### src/rtl/multicycle_ctrl.sv
// Multicycle MIPS-style main controller: one state per instruction phase,
// with datapath controls decoded combinationally from the current state.
//
// state  | meaning
// FETCH  | read instruction at PC, PC <= PC + 4
// DECODE | register read, branch target into ALU-out
// MEMADR | effective address for lw/sw
// MEMRD  | data read, waits on memory
// MEMWB  | load data into rt
// MEMWR  | data write, waits on memory
// EXEC   | R-type ALU operation
// ALUWB  | R-type result into rd
// BRANCH | compare and conditional PC update
// ADDIEX | rs + sign-imm
// ADDIWB | addi result into rt
// JUMP   | PC <= jump target
module multicycle_ctrl #(
    parameter int MEM_WAIT = 1,
    parameter int EN_BNE   = 1,
    parameter int EN_ADDI  = 1
) (
    input  logic       CLK,
    input  logic       RST,
    input  logic [5:0] op,
    input  logic [5:0] funct,
    input  logic       zero,
    input  logic       mem_ready,
    output logic       mem_req,
    output logic       iord,
    output logic       mem_write,
    output logic       ir_write,
    output logic       pc_write,
    output logic       reg_write,
    output logic       reg_dst,
    output logic       mem_to_reg,
    output logic       alu_src_a,
    output logic [1:0] alu_src_b,
    output logic [1:0] pc_src,
    output logic [2:0] alu_control,
    output logic       illegal_op,
    output logic [3:0] state
);

    localparam logic [5:0] OP_RTYPE = 6'b000000;
    localparam logic [5:0] OP_LW    = 6'b100011;
    localparam logic [5:0] OP_SW    = 6'b101011;
    localparam logic [5:0] OP_BEQ   = 6'b000100;
    localparam logic [5:0] OP_BNE   = 6'b000101;
    localparam logic [5:0] OP_ADDI  = 6'b001000;
    localparam logic [5:0] OP_J     = 6'b000010;

    typedef enum logic [3:0] {
        FETCH  = 4'd0,
        DECODE = 4'd1,
        MEMADR = 4'd2,
        MEMRD  = 4'd3,
        MEMWB  = 4'd4,
        MEMWR  = 4'd5,
        EXEC   = 4'd6,
        ALUWB  = 4'd7,
        BRANCH = 4'd8,
        ADDIEX = 4'd9,
        ADDIWB = 4'd10,
        JUMP   = 4'd11
    } state_t;

    state_t state_r;

    logic mem_ok;
    logic is_mem;
    logic is_rtype;
    logic is_branch;
    logic is_addi;
    logic is_jump;

    // Without wait states every memory access is assumed to finish in one cycle.
    assign mem_ok    = (MEM_WAIT == 0) ? 1'b1 : mem_ready;
    assign is_mem    = (op == OP_LW) || (op == OP_SW);
    assign is_rtype  = (op == OP_RTYPE);
    assign is_branch = (op == OP_BEQ) || ((EN_BNE != 0) && (op == OP_BNE));
    assign is_addi   = (EN_ADDI != 0) && (op == OP_ADDI);
    assign is_jump   = (op == OP_J);

    assign state = state_r;

    always_ff @(posedge CLK or negedge RST) begin
        if (!RST) begin
            state_r <= FETCH;
        end else begin
            case (state_r)
                FETCH:  if (mem_ok) state_r <= DECODE;
                DECODE: begin
                    if (is_mem)         state_r <= MEMADR;
                    else if (is_rtype)  state_r <= EXEC;
                    else if (is_branch) state_r <= BRANCH;
                    else if (is_addi)   state_r <= ADDIEX;
                    else if (is_jump)   state_r <= JUMP;
                    else                state_r <= FETCH;
                end
                MEMADR: state_r <= (op == OP_LW) ? MEMRD : MEMWR;
                MEMRD:  if (mem_ok) state_r <= MEMWB;
                MEMWB:  state_r <= FETCH;
                MEMWR:  if (mem_ok) state_r <= FETCH;
                EXEC:   state_r <= ALUWB;
                ALUWB:  state_r <= FETCH;
                BRANCH: state_r <= FETCH;
                ADDIEX: state_r <= ADDIWB;
                ADDIWB: state_r <= FETCH;
                JUMP:   state_r <= FETCH;
                default: state_r <= FETCH;
            endcase
        end
    end

    always_comb begin
        mem_req     = 1'b0;
        iord        = 1'b0;
        mem_write   = 1'b0;
        ir_write    = 1'b0;
        pc_write    = 1'b0;
        reg_write   = 1'b0;
        reg_dst     = 1'b0;
        mem_to_reg  = 1'b0;
        alu_src_a   = 1'b0;
        alu_src_b   = 2'b00;
        pc_src      = 2'b00;
        alu_control = 3'b000;
        illegal_op  = 1'b0;

        case (state_r)
            FETCH: begin
                mem_req     = 1'b1;
                alu_src_b   = 2'b01;
                alu_control = 3'b010;
                // Reset holds the PC and IR even though FETCH is displayed.
                ir_write    = mem_ok & RST;
                pc_write    = mem_ok & RST;
            end
            DECODE: begin
                alu_src_b   = 2'b11;
                alu_control = 3'b010;
                illegal_op  = ~(is_mem | is_rtype | is_branch | is_addi | is_jump);
            end
            MEMADR: begin
                alu_src_a   = 1'b1;
                alu_src_b   = 2'b10;
                alu_control = 3'b010;
            end
            MEMRD: begin
                mem_req = 1'b1;
                iord    = 1'b1;
            end
            MEMWB: begin
                reg_write  = 1'b1;
                mem_to_reg = 1'b1;
            end
            MEMWR: begin
                mem_req   = 1'b1;
                iord      = 1'b1;
                mem_write = 1'b1;
            end
            EXEC: begin
                alu_src_a = 1'b1;
                case (funct)
                    6'b100000: alu_control = 3'b010;
                    6'b100010: alu_control = 3'b110;
                    6'b100100: alu_control = 3'b000;
                    6'b100101: alu_control = 3'b001;
                    6'b101010: alu_control = 3'b111;
                    default: begin
                        alu_control = 3'b010;
                        illegal_op  = 1'b1;
                    end
                endcase
            end
            ALUWB: begin
                reg_write = 1'b1;
                reg_dst   = 1'b1;
            end
            BRANCH: begin
                alu_src_a   = 1'b1;
                alu_control = 3'b110;
                pc_src      = 2'b01;
                if (op == OP_BEQ)  pc_write = zero;
                else if (is_branch) pc_write = ~zero;
            end
            ADDIEX: begin
                alu_src_a   = 1'b1;
                alu_src_b   = 2'b10;
                alu_control = 3'b010;
            end
            ADDIWB: begin
                reg_write = 1'b1;
            end
            JUMP: begin
                pc_src   = 2'b10;
                pc_write = 1'b1;
            end
            default: begin
                mem_req = 1'b0;
            end
        endcase
    end

endmodule

### config.mk
export PLATFORM = sky130hd
export DESIGN_NAME = multicycle_ctrl
export DESIGN_NICKNAME = d
export VERILOG_FILES = /design/src/rtl/multicycle_ctrl.sv
export SDC_FILE = /design/constraint.sdc
export NUM_CORES = 1
export LEC_CHECK = 0
export ABC_CLOCK_PERIOD_IN_PS = 3400
export CAP_MARGIN = 10
export CORE_MARGIN = 3
export CORE_UTILIZATION = 30
export CTS_CLUSTER_DIAMETER = 40
export DETAILED_ROUTE_END_ITERATION = 7
export PLACE_DENSITY_LB_ADDON = 0.05
export SLEW_MARGIN = 25
export SYNTH_ARGS = -nofsm -noshare
export SYNTH_HDL_FRONTEND = slang
export SYNTH_SLANG_ARGS = --single-unit
### constraint.sdc
create_clock -name CLK -period 3.4 [get_ports CLK]
set_input_delay 0.68 -clock CLK [delete_from_list [all_inputs] [get_ports CLK]]
set_output_delay 0.68 -clock CLK [all_outputs]
set_load 0.05 [all_outputs]
* Yosys cells after proc, flatten, opt, wreduce, memory -nomap -nowiden
Cells that the tools add are included.
** Word-level totals
- Bits in registers :: 4
- Input port bits :: 16
- Word-level logic and storage cells :: 72
** Cells by class
- Eq/ne operators :: 25
- Multiplexer cells :: 27
- Bitwise operators :: 7
- Reductions and logical operators :: 12
** Operators with widths (count)
- == test 6 bit (second input constant) :: 7
- 2-to-1 mux 4 bit :: 8
- case mux 4 bit (7 select lines) :: 1
- == test 4 x 3 -> 1 bit (second input constant) :: 4
- == test 4 bit (second input constant) :: 4
- == test 6 x 3 -> 1 bit (second input constant) :: 2
- case mux 3 bit (4 select lines) :: 1
- 2-to-1 mux 1 bit :: 11
- case mux 3 bit (3 select lines) :: 1
- == test 4 x 2 -> 1 bit (second input constant) :: 2
- OR reduction 4 bit :: 2
- == test 6 x 2 -> 1 bit (second input constant) :: 1
- == test 6 x 4 -> 1 bit (second input constant) :: 1
- zero test 6 bit :: 1
- inequality test 2 bit (second input constant) :: 3
- case mux 2 bit (3 select lines) :: 1
- OR reduction 3 bit :: 2
- OR reduction 5 bit :: 1
- == test 4 x 1 -> 1 bit (second input constant) :: 1
- zero test 4 bit :: 1
- bitwise OR 1 bit :: 4
- case mux 2 bit (2 select lines) :: 1
- OR reduction 2 bit :: 2
- 2-to-1 mux 3 bit :: 1
- other kinds (6) :: 8

* Logic depth before layout (Yosys ltp)
- Depth in word-level cells :: 8
- Gate-level depth with buffers :: 5
- Mapped depth without buffers :: 4

* Worst setup path before layout
OpenSTA, ideal clock, no wires.
- Path kind :: register to output
- From :: reg state_r[3], in the netlist state[3]
- To :: out pc_write
- Arrival time :: 2.476 ns
- Slack :: 0.244 ns
- Stages on the path, launching flop included :: 6
- Path through :: dfrtp_1 -> clkbuf_1 -> nand2b_1 -> nor3_2 -> o311ai_0 -> o21ai_1
** Between the ends
- Word-level cells in the longest chain between the ends :: 2
- Elaborated cells between the ends (all ways) :: 4
- Classes of those cells :: eq/ne (2); mux (1); reduce/logical (1)
** RTL lines
- start: declaration :: line 67 : state_t state_r;
- start signal: assignment :: line 100 : MEMADR: state_r <= (op == OP_LW) ? MEMRD : MEMWR;
- == test 4 bit or zero test 4 bit (tied branches) :: line 130 : case (state_r)
- case mux 1 bit (3 select lines) (*) :: line 130
- end: declaration :: line 32 : output logic pc_write,
Every way passes the cells marked *; elsewhere a longest branch is shown, timed or not.

* Worst setup path in the final report
- From :: reg state_r[1], in the netlist state[1]
- To :: out alu_src_b[1]
** Between the ends
- Word-level cells in the longest chain between the ends :: 3
- Elaborated cells between the ends (all ways) :: 6
- Classes of those cells :: eq/ne (3); mux (1); reduce/logical (2)
** RTL lines
- == test 4 bit or == test 4 x 2 -> 1 bit (tied branches) :: line 130
- OR reduction 2 bit (no source line)
- case mux 2 bit (3 select lines) (*) :: line 130
- end: declaration :: line 37 : output logic [1:0] alu_src_b,
Marks and branches as above.

==> summary.txt <==
Worst setup path
  • Worst-path cell chain: nand2b_1, or2_2, a21oi_1, clkdlybuf4s50_1
  • Crit path kind: reg2out
  • Worst Path Required: 2.72 ns
  • CP max-delay cell: clkdlybuf4s50_1
  • CP max FO: 16
  • Family with the most delay on the worst path: buffers and inverters
  • Buf+Inv Stages, Crit Path: 1
  • Critical Path Max Stage Delay: 0.82 ns
  • Crit path capture type: primary output
  • Crit path DAT: 2.43 ns
  • CP startpoint kind: flop

Clocking
  • Clk root buf: clkbuf_4
  • Setup Buffers After CTS: 0
  • PostCTS Resize Cnt: 0
  • Clock transition at path regs: 0.04 ns
  • Hold Buf Count CTS: 0
  • Skew-Pair Late Insertion Delay: 0.24 ns
  • CTS tree: built
  • Total CTS buffers: 3
  • Clk buf depth: 2
  • Sink Count: 4
  • H-tree depth: 1

Die
  • Initial core utilization: 32.4%
  • Core ar.: 2020 um2
  • I/O pin count: 37
  • Row Count: 16
  • Die height: 52.7 um
  • Die W: 52.7 um
  • Die area: 2780 um2

Timing
  • F_max: 0.321 GHz
  • Relative slew margins: 65.5%
  • Tcrit/Tclk final: 91.6%
  • RSZ-0062 raised after global routing: no
  • Sum Neg Setup Slack: 0 ns
  • Hold Slack: 0.661 ns
  • Clock Skews: 0.00600 ns
  • Final Hold Fails: 0
  • Max-slew violations: 0
  • Min Clock Period, post-route: 3.11 ns
  • Slew @ Worst Pin: 0.518 ns
  • Endpoints failing setup: 0

Finish
  • # nets final: 144
  • Most frequent cells in the layout: 30 x clkdlybuf4s50_1, 15 x nor2_1, 8 x nor3_1, 6 x nand2_1, 6 x buf_4
  • Layout area overhead: 58.3%
  • Layout cell share with drive strength beyond 1: 12.7%
  • Most common cell after layout, fill and taps aside: clkdlybuf4s50_1
  • Flip-flop count of the largest register after layout: 4
  • Diodes inserted: 0

Place
  • DP Wirelength: 1550 um
  • RD Place Congestion: 0.798
  • Number of port buffers: 36

Run
  • Maxcap violations: 0

Synthesis
  • Gate Count Post-Synth: 94
  • Register bit count reported by yosys: 4
  • Synth cell types: 40
  • Dominant synthesized flop cell: dfrtp_1
  • Avg Cell Area, Syn: 6.96 um2
  • Post-synth EDFFs: 0
  • Syn Nets: 110
  • Synthesis Warnings: 0
  • Cell Area, Synth: 654 um2
  • Sequential area share after synthesis: 15.3%
  • FFs w/ async S/R, synth: 100%

Pwr
  • Switching power: 373 uW
  • Lkg Pwr: 0.000393 uW
  • Clock power frac: 9.3%
  • Worst vdd ir: 0.298 mV
  • Seq pwr share: 12.8%
  • Combinational group share of total power: 77.9%
  • PwrDens: 633 nW/um2
  • Switching share of power: 56.9%
  • Cell Int Power: 283 uW

Route
  • Post-DRT Antenna Nets: 0
  • Routed wire length: 1950 um
  • Wire per inst: 12.8 um
  • Via count: 804
  • Post-route DRC: 0
  • Via/cell ratio: 5.25
  • Drt initial violations: 5
  • DRT Pass-1 Iters: 4

GRT
  • Overflow after GRT: 0
  • GRT Total Usage: 15.3%
  • Pin count of the biggest net entering global routing: 18
  • Initial antenna violation count: 0
  • Vias in the first global route: 754
  • First-pass GRT wire length: 3240 um

Run status
  • Status: completed

Hold path
  • Hold Path Class: in2async
[logic make-up (layout without fill, tap and decap cells)]
group / count (synthesis) / count (layout) / share of synthesized area [%]
compound gates: 23 / 23 / 25.2
xor+xnor: 2 / 2 / 2.68
buf+inv: 11 / 43 / 10.3
flops: 4 / 4 / 15.3
mux: 2 / 2 / 3.25
simple gates: 52 / 52 / 43.2
[power groups by stage]
stage | logic [uW] | clock network (uW) | registers, uW
floorplan | 315 | 0 | 106
global placement | 510 | 0 | 84.3
detailed placement | 513 | 0 | 84.5
CTS | 514 | 61.4 | 83.6
global route | 542 | 62.8 | 86.3
finish | 511 | 61.0 | 84.0
[per-stage QoR]
step	utilization (%)	power [uW]	setup WS, ns	cells	instance area (um2)
floorplan	-	421	0.244	94	654
global placement	50.1	594	0.341	150	1010
detailed placement	50.1	598	0.347	150	1010
CTS	51.2	659	0.310	153	1040
global route	51.2	691	0.201	153	1040
finish	51.2	656	0.287	153	1040
[final cells by class]
class / count / area (um2)
Clock buffer: 3 / 22.5
Fill cell: 220 / 986
Inverter: 2 / 7.51
Multi-Input combinational cell: 79 / 487
Sequential cell: 4 / 100
Tap cell: 27 / 33.8
Timing Repair Buffer: 38 / 385
[routing by layer]
| layer | up-vias | global-route usage (%) | part of all wire (%) |
|---|---|---|---|
| met2 | 30 | 25.0 | 45 |
| met1 | 356 | 19.9 | 48 |
| li1 | 413 | - | - |
| met4 | 0 | 6.38 | 1.5 |
| met5 | - | 0 | 0 |
| met3 | 5 | 1.99 | 6.0 |
[path summary, 6_finish.rpt]
check	start	end	slack (ns)	cells past startpoint
hold reg to reg	state[0]	state[3]	0.70	2
max in group asynchronous	RST	state[2]	2.54	1
setup reg to reg	state[2]	state[2]	1.79	4
hold / removal	RST	state[3]	0.66	1
setup / recovery	state[1]	alu_src_b[1]	0.29	4
min in group CLK	state[0]	state[3]	0.70	2
[cells in the mapped netlist (all sizes together) (3+ instances only)]
master	count	area, um2
o21ai	3	15.0
nand2b	5	31.3
nor2	15	56.3
nor3	10	60.1
clkbuf	3	21.3
buf	6	38.8
nor4b	3	26.3
nand2	6	22.5
dfrtp	4	100
a21oi	5	25.0
nand3	5	25.0
(Power assumes the default switching activity.)
